<file path="src/rtl/lsu_ctrl_if.sv">
// Word-addressed data-memory bus between the load/store unit (master) and memory (slave).
// Requests are held until gnt; the response comes back on rvalid/rdata.
interface lsu_ctrl_if #(
    parameter int ADDR_WIDTH = 32,
    parameter int DATA_WIDTH = 32
);
    logic                  req;
    logic                  gnt;
    logic                  we;
    logic [3:0]            be;
    logic [ADDR_WIDTH-1:0] addr;
    logic [DATA_WIDTH-1:0] wdata;
    logic                  rvalid;
    logic [DATA_WIDTH-1:0] rdata;

    modport master (
        output req, we, be, addr, wdata,
        input  gnt, rvalid, rdata
    );

    modport slave (
        input  req, we, be, addr, wdata,
        output gnt, rvalid, rdata
    );
endinterface

</file>
<file path="src/rtl/lsu_ctrl.sv">
// RV32I load/store initiator: checks legality, runs one bus transaction at a
// time with a REQ+WAIT timeout, and returns extended load data with an error code.
module lsu_ctrl #(
    parameter int ADDR_WIDTH = 32,
    parameter int DATA_WIDTH = 32,
    parameter int TIMEOUT    = 16
) (
    input  logic                  clk,
    input  logic                  rst,
    input  logic                  core_valid_i,
    output logic                  core_ready_o,
    input  logic                  core_we_i,
    input  logic [2:0]            core_funct3_i,
    input  logic [ADDR_WIDTH-1:0] core_addr_i,
    input  logic [DATA_WIDTH-1:0] core_wdata_i,
    output logic                  core_done_o,
    output logic [1:0]            core_err_o,
    output logic [DATA_WIDTH-1:0] core_rdata_o,
    lsu_ctrl_if.master            mem
);

    typedef enum logic [1:0] {
        IDLE = 2'b00,
        REQ  = 2'b01,
        WAIT = 2'b10,
        RESP = 2'b11
    } state_e;

    localparam int               CNT_W    = $clog2(TIMEOUT + 1);
    localparam logic [CNT_W-1:0] CNT_LAST = CNT_W'(TIMEOUT - 1);
    localparam logic [1:0] ERR_OK       = 2'b00;
    localparam logic [1:0] ERR_MISALIGN = 2'b01;
    localparam logic [1:0] ERR_FUNCT3   = 2'b10;
    localparam logic [1:0] ERR_TIMEOUT  = 2'b11;

    state_e                state_q, state_d;
    logic [CNT_W-1:0]      cnt_q, cnt_d;
    logic                  we_q, we_d;
    logic [2:0]            funct3_q, funct3_d;
    logic [1:0]            addr_lo_q, addr_lo_d;
    logic                  ready_q, ready_d;
    logic                  done_q, done_d;
    logic [1:0]            err_q, err_d;
    logic [DATA_WIDTH-1:0] rdata_q, rdata_d;
    logic                  mem_req_q, mem_req_d;
    logic                  mem_we_q, mem_we_d;
    logic [3:0]            mem_be_q, mem_be_d;
    logic [ADDR_WIDTH-1:0] mem_addr_q, mem_addr_d;
    logic [DATA_WIDTH-1:0] mem_wdata_q, mem_wdata_d;

    function automatic logic funct3_legal(input logic we, input logic [2:0] f3);
        logic ok;
        case (f3)
            3'b000, 3'b001, 3'b010: ok = 1'b1;
            3'b100, 3'b101:         ok = ~we;
            default:                ok = 1'b0;
        endcase
        return ok;
    endfunction

    function automatic logic misaligned(input logic [1:0] size, input logic [1:0] a);
        logic m;
        case (size)
            2'b01:   m = a[0];
            2'b10:   m = a[1] | a[0];
            default: m = 1'b0;
        endcase
        return m;
    endfunction

    function automatic logic [3:0] byte_en(input logic [1:0] size, input logic [1:0] a);
        logic [3:0] be;
        case (size)
            2'b00:   be = 4'b0001 << a;
            2'b01:   be = a[1] ? 4'b1100 : 4'b0011;
            default: be = 4'b1111;
        endcase
        return be;
    endfunction

    function automatic logic [DATA_WIDTH-1:0] store_data(input logic [1:0] size,
                                                         input logic [DATA_WIDTH-1:0] wd);
        logic [DATA_WIDTH-1:0] d;
        case (size)
            2'b00:   d = {4{wd[7:0]}};
            2'b01:   d = {2{wd[15:0]}};
            default: d = wd;
        endcase
        return d;
    endfunction

    function automatic logic [DATA_WIDTH-1:0] load_data(input logic [2:0] f3, input logic [1:0] a,
                                                        input logic [DATA_WIDTH-1:0] word);
        logic [7:0]            b;
        logic [15:0]           h;
        logic [DATA_WIDTH-1:0] r;
        case (a)
            2'b00:   b = word[7:0];
            2'b01:   b = word[15:8];
            2'b10:   b = word[23:16];
            default: b = word[31:24];
        endcase
        h = a[1] ? word[31:16] : word[15:0];
        case (f3)
            3'b000:  r = {{24{b[7]}}, b};
            3'b001:  r = {{16{h[15]}}, h};
            3'b100:  r = {24'h00_0000, b};
            3'b101:  r = {16'h0000, h};
            default: r = word;
        endcase
        return r;
    endfunction

    // Next-state, bus and completion logic; every entry into RESP loads done/err/rdata.
    always_comb begin
        state_d     = state_q;
        cnt_d       = cnt_q;
        we_d        = we_q;
        funct3_d    = funct3_q;
        addr_lo_d   = addr_lo_q;
        done_d      = 1'b0;
        err_d       = ERR_OK;
        rdata_d     = rdata_q;
        mem_req_d   = mem_req_q;
        mem_we_d    = mem_we_q;
        mem_be_d    = mem_be_q;
        mem_addr_d  = mem_addr_q;
        mem_wdata_d = mem_wdata_q;
        case (state_q)
            IDLE: begin
                if (core_valid_i) begin
                    we_d      = core_we_i;
                    funct3_d  = core_funct3_i;
                    addr_lo_d = core_addr_i[1:0];
                    cnt_d     = '0;
                    if (!funct3_legal(core_we_i, core_funct3_i)) begin
                        state_d = RESP;
                        done_d  = 1'b1;
                        err_d   = ERR_FUNCT3;
                        rdata_d = '0;
                    end else if (misaligned(core_funct3_i[1:0], core_addr_i[1:0])) begin
                        state_d = RESP;
                        done_d  = 1'b1;
                        err_d   = ERR_MISALIGN;
                        rdata_d = '0;
                    end else begin
                        state_d     = REQ;
                        mem_req_d   = 1'b1;
                        mem_we_d    = core_we_i;
                        mem_be_d    = byte_en(core_funct3_i[1:0], core_addr_i[1:0]);
                        mem_addr_d  = {core_addr_i[ADDR_WIDTH-1:2], 2'b00};
                        mem_wdata_d = store_data(core_funct3_i[1:0], core_wdata_i);
                    end
                end else begin
                    state_d = IDLE;
                end
            end
            REQ: begin
                cnt_d = cnt_q + CNT_W'(1);
                if (mem.gnt) begin
                    state_d   = WAIT;
                    mem_req_d = 1'b0;
                end else if (cnt_q >= CNT_LAST) begin
                    state_d   = RESP;
                    mem_req_d = 1'b0;
                    done_d    = 1'b1;
                    err_d     = ERR_TIMEOUT;
                    rdata_d   = '0;
                end else begin
                    state_d = REQ;
                end
            end
            WAIT: begin
                cnt_d = cnt_q + CNT_W'(1);
                if (mem.rvalid) begin
                    state_d = RESP;
                    done_d  = 1'b1;
                    err_d   = ERR_OK;
                    rdata_d = we_q ? '0 : load_data(funct3_q, addr_lo_q, mem.rdata);
                end else if (cnt_q >= CNT_LAST) begin
                    state_d = RESP;
                    done_d  = 1'b1;
                    err_d   = ERR_TIMEOUT;
                    rdata_d = '0;
                end else begin
                    state_d = WAIT;
                end
            end
            RESP: begin
                state_d = IDLE;
            end
            default: begin
                state_d   = IDLE;
                mem_req_d = 1'b0;
            end
        endcase
        ready_d = (state_d == IDLE);
    end

    // State and registered-output update with synchronous reset.
    always_ff @(posedge clk) begin
        if (rst) begin
            state_q     <= IDLE;
            cnt_q       <= '0;
            we_q        <= 1'b0;
            funct3_q    <= 3'b000;
            addr_lo_q   <= 2'b00;
            ready_q     <= 1'b1;
            done_q      <= 1'b0;
            err_q       <= ERR_OK;
            rdata_q     <= '0;
            mem_req_q   <= 1'b0;
            mem_we_q    <= 1'b0;
            mem_be_q    <= 4'b0000;
            mem_addr_q  <= '0;
            mem_wdata_q <= '0;
        end else begin
            state_q     <= state_d;
            cnt_q       <= cnt_d;
            we_q        <= we_d;
            funct3_q    <= funct3_d;
            addr_lo_q   <= addr_lo_d;
            ready_q     <= ready_d;
            done_q      <= done_d;
            err_q       <= err_d;
            rdata_q     <= rdata_d;
            mem_req_q   <= mem_req_d;
            mem_we_q    <= mem_we_d;
            mem_be_q    <= mem_be_d;
            mem_addr_q  <= mem_addr_d;
            mem_wdata_q <= mem_wdata_d;
        end
    end

    assign core_ready_o = ready_q;
    assign core_done_o  = done_q;
    assign core_err_o   = err_q;
    assign core_rdata_o = rdata_q;
    assign mem.req      = mem_req_q;
    assign mem.we       = mem_we_q;
    assign mem.be       = mem_be_q;
    assign mem.addr     = mem_addr_q;
    assign mem.wdata    = mem_wdata_q;

endmodule

</file>
<file path="src/flat_wrapper.sv">
// flat-port wrapper written by rule: the top's interface ports become plain ports
module lsu_ctrl_flat 
#(
    parameter int ADDR_WIDTH = 32,
    parameter int DATA_WIDTH = 32,
    parameter int TIMEOUT    = 16
)
  (clk, rst, core_valid_i, core_ready_o, core_we_i, core_funct3_i, core_addr_i, core_wdata_i, core_done_o, core_err_o, core_rdata_o, mem_req, mem_we, mem_be, mem_addr, mem_wdata, mem_gnt, mem_rvalid, mem_rdata);
  lsu_ctrl_if #(.ADDR_WIDTH(ADDR_WIDTH), .DATA_WIDTH(DATA_WIDTH)) mem_i ();
  input  logic clk;
  input  logic rst;
  input  logic core_valid_i;
  output logic core_ready_o;
  input  logic core_we_i;
  input  logic [2:0] core_funct3_i;
  input  logic [ADDR_WIDTH-1:0] core_addr_i;
  input  logic [DATA_WIDTH-1:0] core_wdata_i;
  output logic core_done_o;
  output logic [1:0] core_err_o;
  output logic [DATA_WIDTH-1:0] core_rdata_o;
  output wire logic [$bits(mem_i.req)-1:0] mem_req;
  output wire logic [$bits(mem_i.we)-1:0] mem_we;
  output wire logic [$bits(mem_i.be)-1:0] mem_be;
  output wire logic [$bits(mem_i.addr)-1:0] mem_addr;
  output wire logic [$bits(mem_i.wdata)-1:0] mem_wdata;
  input wire logic [$bits(mem_i.gnt)-1:0] mem_gnt;
  input wire logic [$bits(mem_i.rvalid)-1:0] mem_rvalid;
  input wire logic [$bits(mem_i.rdata)-1:0] mem_rdata;
  assign mem_req = mem_i.req;
  assign mem_we = mem_i.we;
  assign mem_be = mem_i.be;
  assign mem_addr = mem_i.addr;
  assign mem_wdata = mem_i.wdata;
  assign mem_i.gnt = mem_gnt;
  assign mem_i.rvalid = mem_rvalid;
  assign mem_i.rdata = mem_rdata;
  lsu_ctrl #(.ADDR_WIDTH(ADDR_WIDTH), .DATA_WIDTH(DATA_WIDTH), .TIMEOUT(TIMEOUT)) u_core (.clk(clk), .rst(rst), .core_valid_i(core_valid_i), .core_ready_o(core_ready_o), .core_we_i(core_we_i), .core_funct3_i(core_funct3_i), .core_addr_i(core_addr_i), .core_wdata_i(core_wdata_i), .core_done_o(core_done_o), .core_err_o(core_err_o), .core_rdata_o(core_rdata_o), .mem(mem_i));
endmodule
</file>
<file path="config.mk">
export PLATFORM = sky130hd
export DESIGN_NAME = lsu_ctrl_flat
export DESIGN_NICKNAME = d
export VERILOG_FILES = /design/src/rtl/lsu_ctrl_if.sv /design/src/rtl/lsu_ctrl.sv /design/src/flat_wrapper.sv
export SDC_FILE = /design/constraint.sdc
export NUM_CORES = 1
export LEC_CHECK = 0
export CAP_MARGIN = 25
export CELL_PAD_IN_SITES_DETAIL_PLACEMENT = 2
export CELL_PAD_IN_SITES_GLOBAL_PLACEMENT = 2
export CORE_MARGIN = 1.5
export CORE_UTILIZATION = 26
export CTS_CLUSTER_DIAMETER = 150
export DETAILED_ROUTE_END_ITERATION = 8
export GPL_TIMING_DRIVEN = 1
export PLACE_DENSITY_LB_ADDON = 0.1
export SKIP_CTS_REPAIR_TIMING = 1
export SLEW_MARGIN = 30
export SYNTH_ARGS = -nofsm -noshare
export SYNTH_HDL_FRONTEND = slang
export SYNTH_SLANG_ARGS = --single-unit
</file>
<file path="constraint.sdc">
create_clock -name clk -period 4.2 [get_ports clk]
set_clock_uncertainty 0.2 [all_clocks]
set_input_delay 1.05 -clock clk [delete_from_list [all_inputs] [get_ports clk]]
set_output_delay 1.05 -clock clk [all_outputs]
set_load 0.01 [all_outputs]
</file>
Word level (Yosys, flattened, before mapping) --
Index checks and enable logic that the tools add are counted.
Word-level totals: bits in registers 117, input port bits 105, output and inout bits 106
Cells by class: $add $sub $neg 1, $lt $le $gt $ge 1, equal/unequal tests 20, shifts and indexed selects 1, mux-type cells 51, bitwise gates (word level) 3, reductions and logical operators 17
Operator list (count):
- $mux 32 | 7
- $pmux 32 s4 | 1
- $pmux 32 s3 | 1
- $pmux 32 s2 | 1
- $pmux 8 s3 | 1
- $mux 2 | 11
- $mux 1 | 18
- $mux 16 | 1
- $eq 3x3->1 const B | 4
- $pmux 5 s2 | 1
- $eq 2x2->1 const B | 4
- $logic_not 2->1 | 4
- $pmux 2 s4 | 1
- $pmux 4 s2 | 1
- $reduce_and 4->1 | 2
- $eq 2x1->1 const B | 3
- $eq 3x1->1 const B | 2
- $logic_not 3->1 | 2
- $ne 2x2->1 const B | 3
- $pmux 1 s2 | 3
- $pmux 2 s3 | 1
- $add 5x1->5 const B | 1
- $ge 5x4->1 const B | 1
- $mux 5 | 1
- 15 further kinds | 19

Longest topological paths before layout --
Gate-level depths: netlist of the first run.
word-level depth 13, mapped depth 10

Worst setup path before layout of the first run --
Ideal clock, no wire load.
path kind in2reg, start point input port core_funct3_i[1], end point register u_core.mem_wdata_q[30] (netlist: u_core.mem.wdata[30]), setup time 0.133 ns, data arrival time 2.992 ns, path slack 0.875 ns, stages 9, buffers on the path 3, cells stage by stage clkbuf_1 -> inv_1 -> ha_1 -> o211a_1 -> or2_0 -> buf_2 -> nor3_4 -> buf_6 -> a311oi_1
Between the ends: word-level cells in the longest chain between the ends 7, elaborated cells on any way between the ends 20, those cells by class eq/ne (6); mux (8); bitwise (1); reduce/logical (5)
Ends and longest elaborated chain:
- from (decl) | RTL line flat_wrapper.sv:15 | input logic [2:0] core_funct3_i;
- $eq 2x2->1 or $eq 2x1->1 (tied branches) | RTL line lsu_ctrl.sv:63, lsu_ctrl.sv:84
- $pmux 1 s2 | RTL line lsu_ctrl.sv:63 | case (size)
- $mux 1 | RTL line lsu_ctrl.sv:136 | if (!funct3_legal(core_we_i, core_funct3_i)) begin
- $mux 1 | RTL line lsu_ctrl.sv:131 | if (core_valid_i) begin
- $mux 1 | RTL line lsu_ctrl.sv:129 | case (state_q)
- $not 1->1 (no line)
- $reduce_and 4->1 (no line)
- to (signal assigned) | RTL line lsu_ctrl.sv:231 | mem_wdata_q <= mem_wdata_d;
- to (decl) | RTL line lsu_ctrl.sv:49 | logic [DATA_WIDTH-1:0] mem_wdata_q, mem_wdata_d;
Parallel ways exist; a longest one is shown, timed or not. The select of a mux whose other input is x is not followed. A chain may end at the register's enable or synchronous reset.

Final worst setup path of the first run --
start point input port core_funct3_i[1], end point register u_core.state_q[1]
Between the ends: word-level cells in the longest chain between the ends 9, elaborated cells on any way between the ends 20, those cells by class eq/ne (6); mux (11); reduce/logical (3)
Ends and longest elaborated chain:
- $eq 2x2->1 or $eq 2x1->1 (tied branches) | RTL line lsu_ctrl.sv:63
- $pmux 1 s2 | RTL line lsu_ctrl.sv:63
- $mux 1 | RTL line lsu_ctrl.sv:136
- $mux 1 | RTL line lsu_ctrl.sv:131
- $mux 1 | RTL line lsu_ctrl.sv:129
- $mux 2 | RTL line lsu_ctrl.sv:141 | end else if (misaligned(core_funct3_i[1:0], core_addr_i[1:0])) begin
- $mux 2 * | RTL line lsu_ctrl.sv:136
- $mux 2 * | RTL line lsu_ctrl.sv:131
- $pmux 2 s4 * | RTL line lsu_ctrl.sv:129
- to (signal assigned) | RTL line lsu_ctrl.sv:218 | state_q <= state_d;
- to (decl) | RTL line lsu_ctrl.sv:36 | state_e state_q, state_d;
Mark *: on every way between the ends. The rest lies on a longest branch, timed or not. The select of a mux whose other input is x is not followed.

==> results.md, run 1 <==
* Initial DRC count at 236
* DRC Markers at 0
* WS Path Type: in2reg
* Die width at between 150 and 200 um
* Post-route minimum period at 3444 ps
* Final nets at ~940
* DP Worst Slack at about 360 ps
* Vias in the first global route at between 6000 and 7000
* Placement row count at 54
* Final period util at a little over 80%
* Synthesized area at approximately 5900 um^2
* Fmax at between 200 and 300 MHz
* Routed Antenna Nets at 0
* RD Place Congestion at between 0.7 and 0.8
* Wire per inst at approximately 21 um
* Area grow syn2layout at 49.03%
* VDD IR-drop max at between 0.0002 and 0.00025 V
* Cell Pwr Density at 441.1 nW/um^2
* H-tree depth at 4
* Drt via density at 5.462
* Ys flop type: dfxtp_1
* Seq/Total Area, Yosys at 39.75%
* Synth warnings at 0
* First-pass GRT wire length at 38.23 mm
* Hold_ws at ~260 ps
* Clk Latency, worst-skew pair at around 410 ps
* Max FO, Critical Path at 25
* Fillers at 2415
* Post-synthesis compound-gate area fraction at 32.26%
* Number of synthesized register bits at around 120
* Fin. Hold Viols at 0
* Outcome: completed
* Top-area cell type share of the netlist area at 39.75%
* Final Cell Area at roughly 8800 um^2
* Commonest non-fill, non-tap cells in the layout: clkdlybuf4s50_1 (207), dfxtp_1 (117), a21oi_1 (53)
* Final setup vio count at 0
* DP Area at around 8100 um^2
* WP data arrival at approximately 3600 ps
* Root buf cell: clkbuf_16
* RSZ-0062 raised after global routing: false
* Vias at 6123
* Crit. End Element: register
* Post-synth EDFFs at 0
* Area of the multi-input gates at 3090 um^2
* Largest net degree at the start of global routing at 74
* Hold WC Path Type: reg2reg
* Drt pass-1 iters at 4
* Cell count after synthesis at between 600 and 700
* GRT Total Usage at just over 20%
* CTS Buf Count at 17
* Main combinational cell family by area after synthesis: compound AO/OA/AOI/OAI gates
* Max Slew Vio Count at 0
* Worst-path clk slew at 50 ps
* Initial antenna violation count at 1
* Largest area contributor in the netlist: dfxtp_1
* Max clock buf depth at 2
* Tightest Pin Transition at between 900 and 1000 ps
* Portion of netlist area occupied by mux cells at under 10%
* XOR/XNOR Fraction of Synth Area at 0%
* Finished Core Util at between 30 and 40%
* Congestion Overflow GR at 0
* Setup Total Neg Slack at 0 ps
* Initial Utilization at between 20% and 30%
* Layout cells sized above 1 at under 10%
* Total clock sinks at 117
* Asr flop ratio synth at 0%
* Required time worst endpoint at between 4000 and 5000 ps
* Die ar. at ~24000 um^2
* Port bufs at around 210
* Maxcap violations at 0
* Routed wire length at between 20 and 25 mm
* FF/Latch Area at 2342 um^2
* Top cells by area, synth: dfxtp_1 (40%), o31ai_1 (5.1%), a21oi_1 (4.5%), nand4_1 (4.2%), a211oi_1 (3.3%)
* Relative slew slack at between 30% and 40%
* Post-Syn Area per Cell at about 8.9 um^2
* Core area at about 22000 um^2
* Die Y at 153.5 um
* Detailed Place HPWL at approximately 17 mm
* Netlist cell types at 61
* Setup WS post-layout at 755.5 ps
* CTS tree: built
* Synth Area in Adders at under 10%
* Synth Area in Simple Gates at between 10% and 20%
* Commonest non-fill, non-tap cell in the layout: clkdlybuf4s50_1
* Top-level I/O count at roughly 210
* Startpoint Class: input port
* Leak at ~2.9 nW
[sequential cells by signal, summed over array words and instances, names as in the netlist]
| register | flops |
|---|---|
| u_core.core_ready_o | 1 |
| u_core.mem.addr | 30 |
| u_core.mem.wdata | 32 |
| u_core.core_rdata_o | 32 |
| u_core.cnt_q | 5 |
| u_core.core_err_o | 2 |
| u_core.mem.be | 4 |
| u_core.core_done_o | 1 |
| u_core.state_q | 2 |
| u_core.mem.we | 1 |
| u_core.addr_lo_q | 2 |
| u_core.mem.req | 1 |
| u_core.we_q | 1 |
| u_core.funct3_q | 3 |
[cells in the mapped netlist, types with 2 or more instances]
| library cell | count |
|---|---|
| nand2_1 | 26 |
| a221oi_1 | 8 |
| a22oi_1 | 10 |
| buf_2 | 23 |
| and2_1 | 2 |
| nand2b_1 | 23 |
| or2_2 | 3 |
| o21ai_0 | 6 |
| ha_1 | 10 |
| o31ai_1 | 40 |
| nand3b_1 | 2 |
| nor3_1 | 6 |
| a31oi_1 | 29 |
| nor3b_1 | 2 |
| clkbuf_1 | 41 |
| a21oi_1 | 53 |
| a311oi_1 | 19 |
| o22ai_1 | 11 |
| a22o_1 | 7 |
| o21bai_1 | 2 |
| and3_1 | 2 |
| dfxtp_1 | 117 |
| a211o_1 | 2 |
| buf_4 | 4 |
| a221o_1 | 7 |
| nor2_1 | 11 |
| mux2i_1 | 19 |
| a211oi_1 | 26 |
| o32ai_1 | 21 |
| nand4_1 | 40 |
| buf_6 | 5 |
| o22ai_2 | 8 |
| buf_1 | 8 |
| nand3_1 | 3 |
| inv_1 | 28 |
| nor2b_1 | 10 |
[path summary, 6_finish.rpt]
path | startpoint | to | slack, ps | cells past startpoint
setup / recovery | core_funct3_i[1] | u_core.state_q[1] | 760 | 8
hold / removal | u_core.we_q | u_core.we_q | 260 | 2
setup reg to reg | u_core.cnt_q[0] | u_core.core_rdata_o[10] | 1530 | 8
hold reg to reg | u_core.we_q | u_core.we_q | 260 | 2
[where the power goes]
part	internal [mW]	total, mW	leakage (nW)	switching (mW)
Combinational	0.441	1.05	1.65	0.604
Clock	1.05	1.58	0.306	0.524
Sequential	1.19	1.25	0.949	0.0591
Total	2.69	3.87	2.91	1.19
[routing by layer]
metal  share of wire, %  routed length (um)  GRT usage, %  vias to the layer above
met5                  0                   0             0                        -
met4                1.9                 454         7.027                        0
met3                4.8                1146         5.383                       27
met2                 49               11810         34.26                      148
met1                 44               10610         25.29                     3063
li1                   -                   -             -                     2885
[worst max-delay path, stage by stage]
cell	delay, ps
clkdlybuf4s50_1	500
buf_4	220
ha_1	230
and3_1	240
or2_2	450
buf_4	410
o21ai_0	160
a221oi_1	270
[cell type report]
| class | instances | area share [%] |
|---|---|---|
| multi-input combinational | 433 | 35.20 |
| tap | 280 | 3.990 |
| sequential | 117 | 26.67 |
| clock inverter | 8 | 1.653 |
| clock buffer | 24 | 5.600 |
| inverter | 29 | 1.240 |
| antenna | 1 | 0.02850 |
| timing repair buffer | 229 | 25.62 |
[stage by stage]
stage	power, mW	std cells
final	3.873	1121
after global routing	4.078	1121
after CTS	3.927	1120
after detailed placement	2.320	1088
after global placement	2.289	1088
after floorplan	1.879	660
[cells by family (layout without fill, tap and decap cells)]
group | Yosys count | count (layout)
muxes | 19 | 19
adders and majority gates | 10 | 10
and+or+nand+nor | 143 | 143
buffers and inverters | 110 | 290
other | 1 | 3
AOI/OAI and AO/OA | 259 | 259
DFF | 117 | 117
(Power assumes the default switching activity.)
==> inputs of run 2 (changes only) <==
--- a/config.mk
+++ b/config.mk
@@ -9,7 +9,7 @@
 export CELL_PAD_IN_SITES_DETAIL_PLACEMENT = 2
 export CELL_PAD_IN_SITES_GLOBAL_PLACEMENT = 2
 export CORE_MARGIN = 1.5
-export CORE_UTILIZATION = 26
+export CORE_UTILIZATION = 23
 export CTS_CLUSTER_DIAMETER = 150
 export DETAILED_ROUTE_END_ITERATION = 8
 export GPL_TIMING_DRIVEN = 1
==> constraint.sdc (replaced) <==
create_clock -name clk -period 2.8 [get_ports clk]
set_clock_uncertainty 0.2 [all_clocks]
set_input_delay 0.7 -clock clk [delete_from_list [all_inputs] [get_ports clk]]
set_output_delay 0.7 -clock clk [all_outputs]
set_load 0.01 [all_outputs]
==> run 2 against run 1 <==
  * Register-to-register slack worse by 1300 ps
  * Largest cell class unchanged
  * Utilization fell by 3.6 points
  * Power up 49%
  * First-iteration DRC count grew 11%
  * Critical path type unchanged
  * Clock power rose by 39%
==> results.md, run 2 (same netlist as run 1, synthesis figures left out) <==
* Outcome: completed
* Largest net degree at the start of global routing at 62
* Maxcap violations at 0
* Final setup vio count at 0
* Congestion Overflow GR at 0
* Top-level I/O count at about 210
* Crit. End Element: register
* Setup WS post-layout at ~120 ps
* Die width at ~160 um
* Initial Utilization at between 20% and 30%
* DP Worst Slack at -428.5 ps
* Required time worst endpoint at 2880 ps
* Startpoint Class: input port
* Drt pass-1 iters at 4
* DRC Markers at 0
* Cell Pwr Density at roughly 630 nW/um^2
* Final Power at between 5 and 6 mW
* Uppermost layer routed: met4
* Die Y at 163.1 um
* Layout cells sized above 1 at ~13%
* RD Place Congestion at between 0.8 and 0.9
* Critical R2R Capture: u_core.core_rdata_o[10]
* Met2 wire len at 12.43 mm
* Core area at ~25000 um^2
* Final nets at between 900 and 1000
* Root buf cell: clkbuf_16
* Relative slew slack at between 40% and 50%
* Leak at between 3 and 4 nW
* Commonest non-fill, non-tap cell in the layout: clkdlybuf4s50_1
* Initial DRC count at roughly 260
* Setup Total Neg Slack at 0 ps
* Origin of the critical flop-to-flop path: u_core.cnt_q[0]
* Fin. Hold Viols at 0
* Post-route minimum period at roughly 2700 ps
* Reg2Reg Depth at 9
* RSZ-0062 raised after global routing: false
* Met3 routed WL at about 1.3 mm
* Worst setup path end: u_core.core_rdata_o[25]
* Wire per inst at roughly 21 um
* Max clock buf depth at 2
* First-pass GRT wire length at ~38 mm
* Routed Antenna Nets at 0
* Tightest Pin Transition at a little under 800 ps
* Port bufs at 208
* H-tree depth at 4
* Initial antenna violation count at 0
* WS Path Type: in2reg
* Detailed Place HPWL at 17.70 mm
* Critical path launch point: core_funct3_i[0]
* VDD IR-drop max at 0.0002791 V
* Hold_ws at around 280 ps
* CTS Buf Count at 17
* GRT Total Usage at a little under a fifth
* Placement row count at 58
* Finished Core Util at a little over a third
* Clk Latency, worst-skew pair at a little over 400 ps
* Hold WC Path Type: reg2reg
* Worst-path clk slew at roughly 60 ps
* Post-Route M1 WL at about 11 mm
* Max Slew Vio Count at 0
* Max FO, Critical Path at 32
* Hold path cells at 2
* CTS tree: built
* Die ar. at between 20000 and 30000 um^2
* Drt via density at approximately 5.2
* Routed wire length at 25.05 mm
* Antenna cell count at 0
* Fillers at around 2800
* FF-to-FF setup slack at roughly 200 ps
* Vias in the first global route at just under 7000
* Commonest non-fill, non-tap cells in the layout: clkdlybuf4s50_1 (207), dfxtp_1 (117), a21oi_1 (53)
* Final period util at a little over nine tenths
* Area grow syn2layout at 55.00%
* WP data arrival at 2760 ps
* Fmax at 373.1 MHz
* Vias at approximately 6200
* Total clock sinks at approximately 120
[run 2: changes by cell type in the layout (fill, tap and decap cells not counted), sizes merged]
| cell | change |
|---|---|
| clkinvlp | +3 |
| diode | -1 |
| inv | +3 |
| bufinv | -2 |
| clkinv | +3 |
| buf | +26 |
| clkbuf | -7 |
[run 2: layout make-up]
class / count / area (um^2) / share of cell area, %
multi-input combinational: 433 / 3109 / 34.05
sequential: 117 / 2342 / 25.65
timing repair buffer: 255 / 2577 / 28.22
clock inverter: 15 / 156.4 / 1.713
inverter: 29 / 108.9 / 1.192
tap: 330 / 412.9 / 4.521
clock buffer: 17 / 425.4 / 4.658
[run 2: through the flow]
step	instance area [um^2]	std cells
floorplan	5897	660
global placement	8493	1162
detailed placement	8493	1162
CTS	9075	1194
global route	9133	1196
finish	9133	1196
[run 2: worst max-delay path: stages]
cell	delay, ps
clkdlybuf4s50_1	540
inv_1	90
ha_1	290
and3_1	230
nor2_4	70
buf_4	160
a311oi_4	300
buf_12	250
o22ai_1	120
[run 2: worst min-delay path by stage]
stage	startpoint	end
after global placement	u_core.mem.addr[12]	u_core.mem.addr[12]
after global routing	u_core.core_rdata_o[5]	u_core.core_rdata_o[5]
after floorplan	u_core.we_q	u_core.we_q
final	u_core.core_rdata_o[21]	u_core.core_rdata_o[21]
after detailed placement	u_core.mem.addr[29]	u_core.mem.addr[29]
after CTS	u_core.mem.addr[29]	u_core.mem.addr[29]
[run 2: metal layers]
layer / track usage [%] / vias to the layer above
li1: - / 2934
met1: 23.17 / 3123
met2: 31.62 / 151
met3: 4.698 / 25
met4: 6.005 / 0
met5: 0 / -
[run 2: power breakdown]
| group | internal [mW] | switching (mW) | total [mW] |
|---|---|---|---|
| logic | 0.770 | 0.944 | 1.71 |
| clock network | 1.31 | 0.871 | 2.19 |
| registers | 1.78 | 0.0971 | 1.88 |
| total | 3.87 | 1.91 | 5.78 |
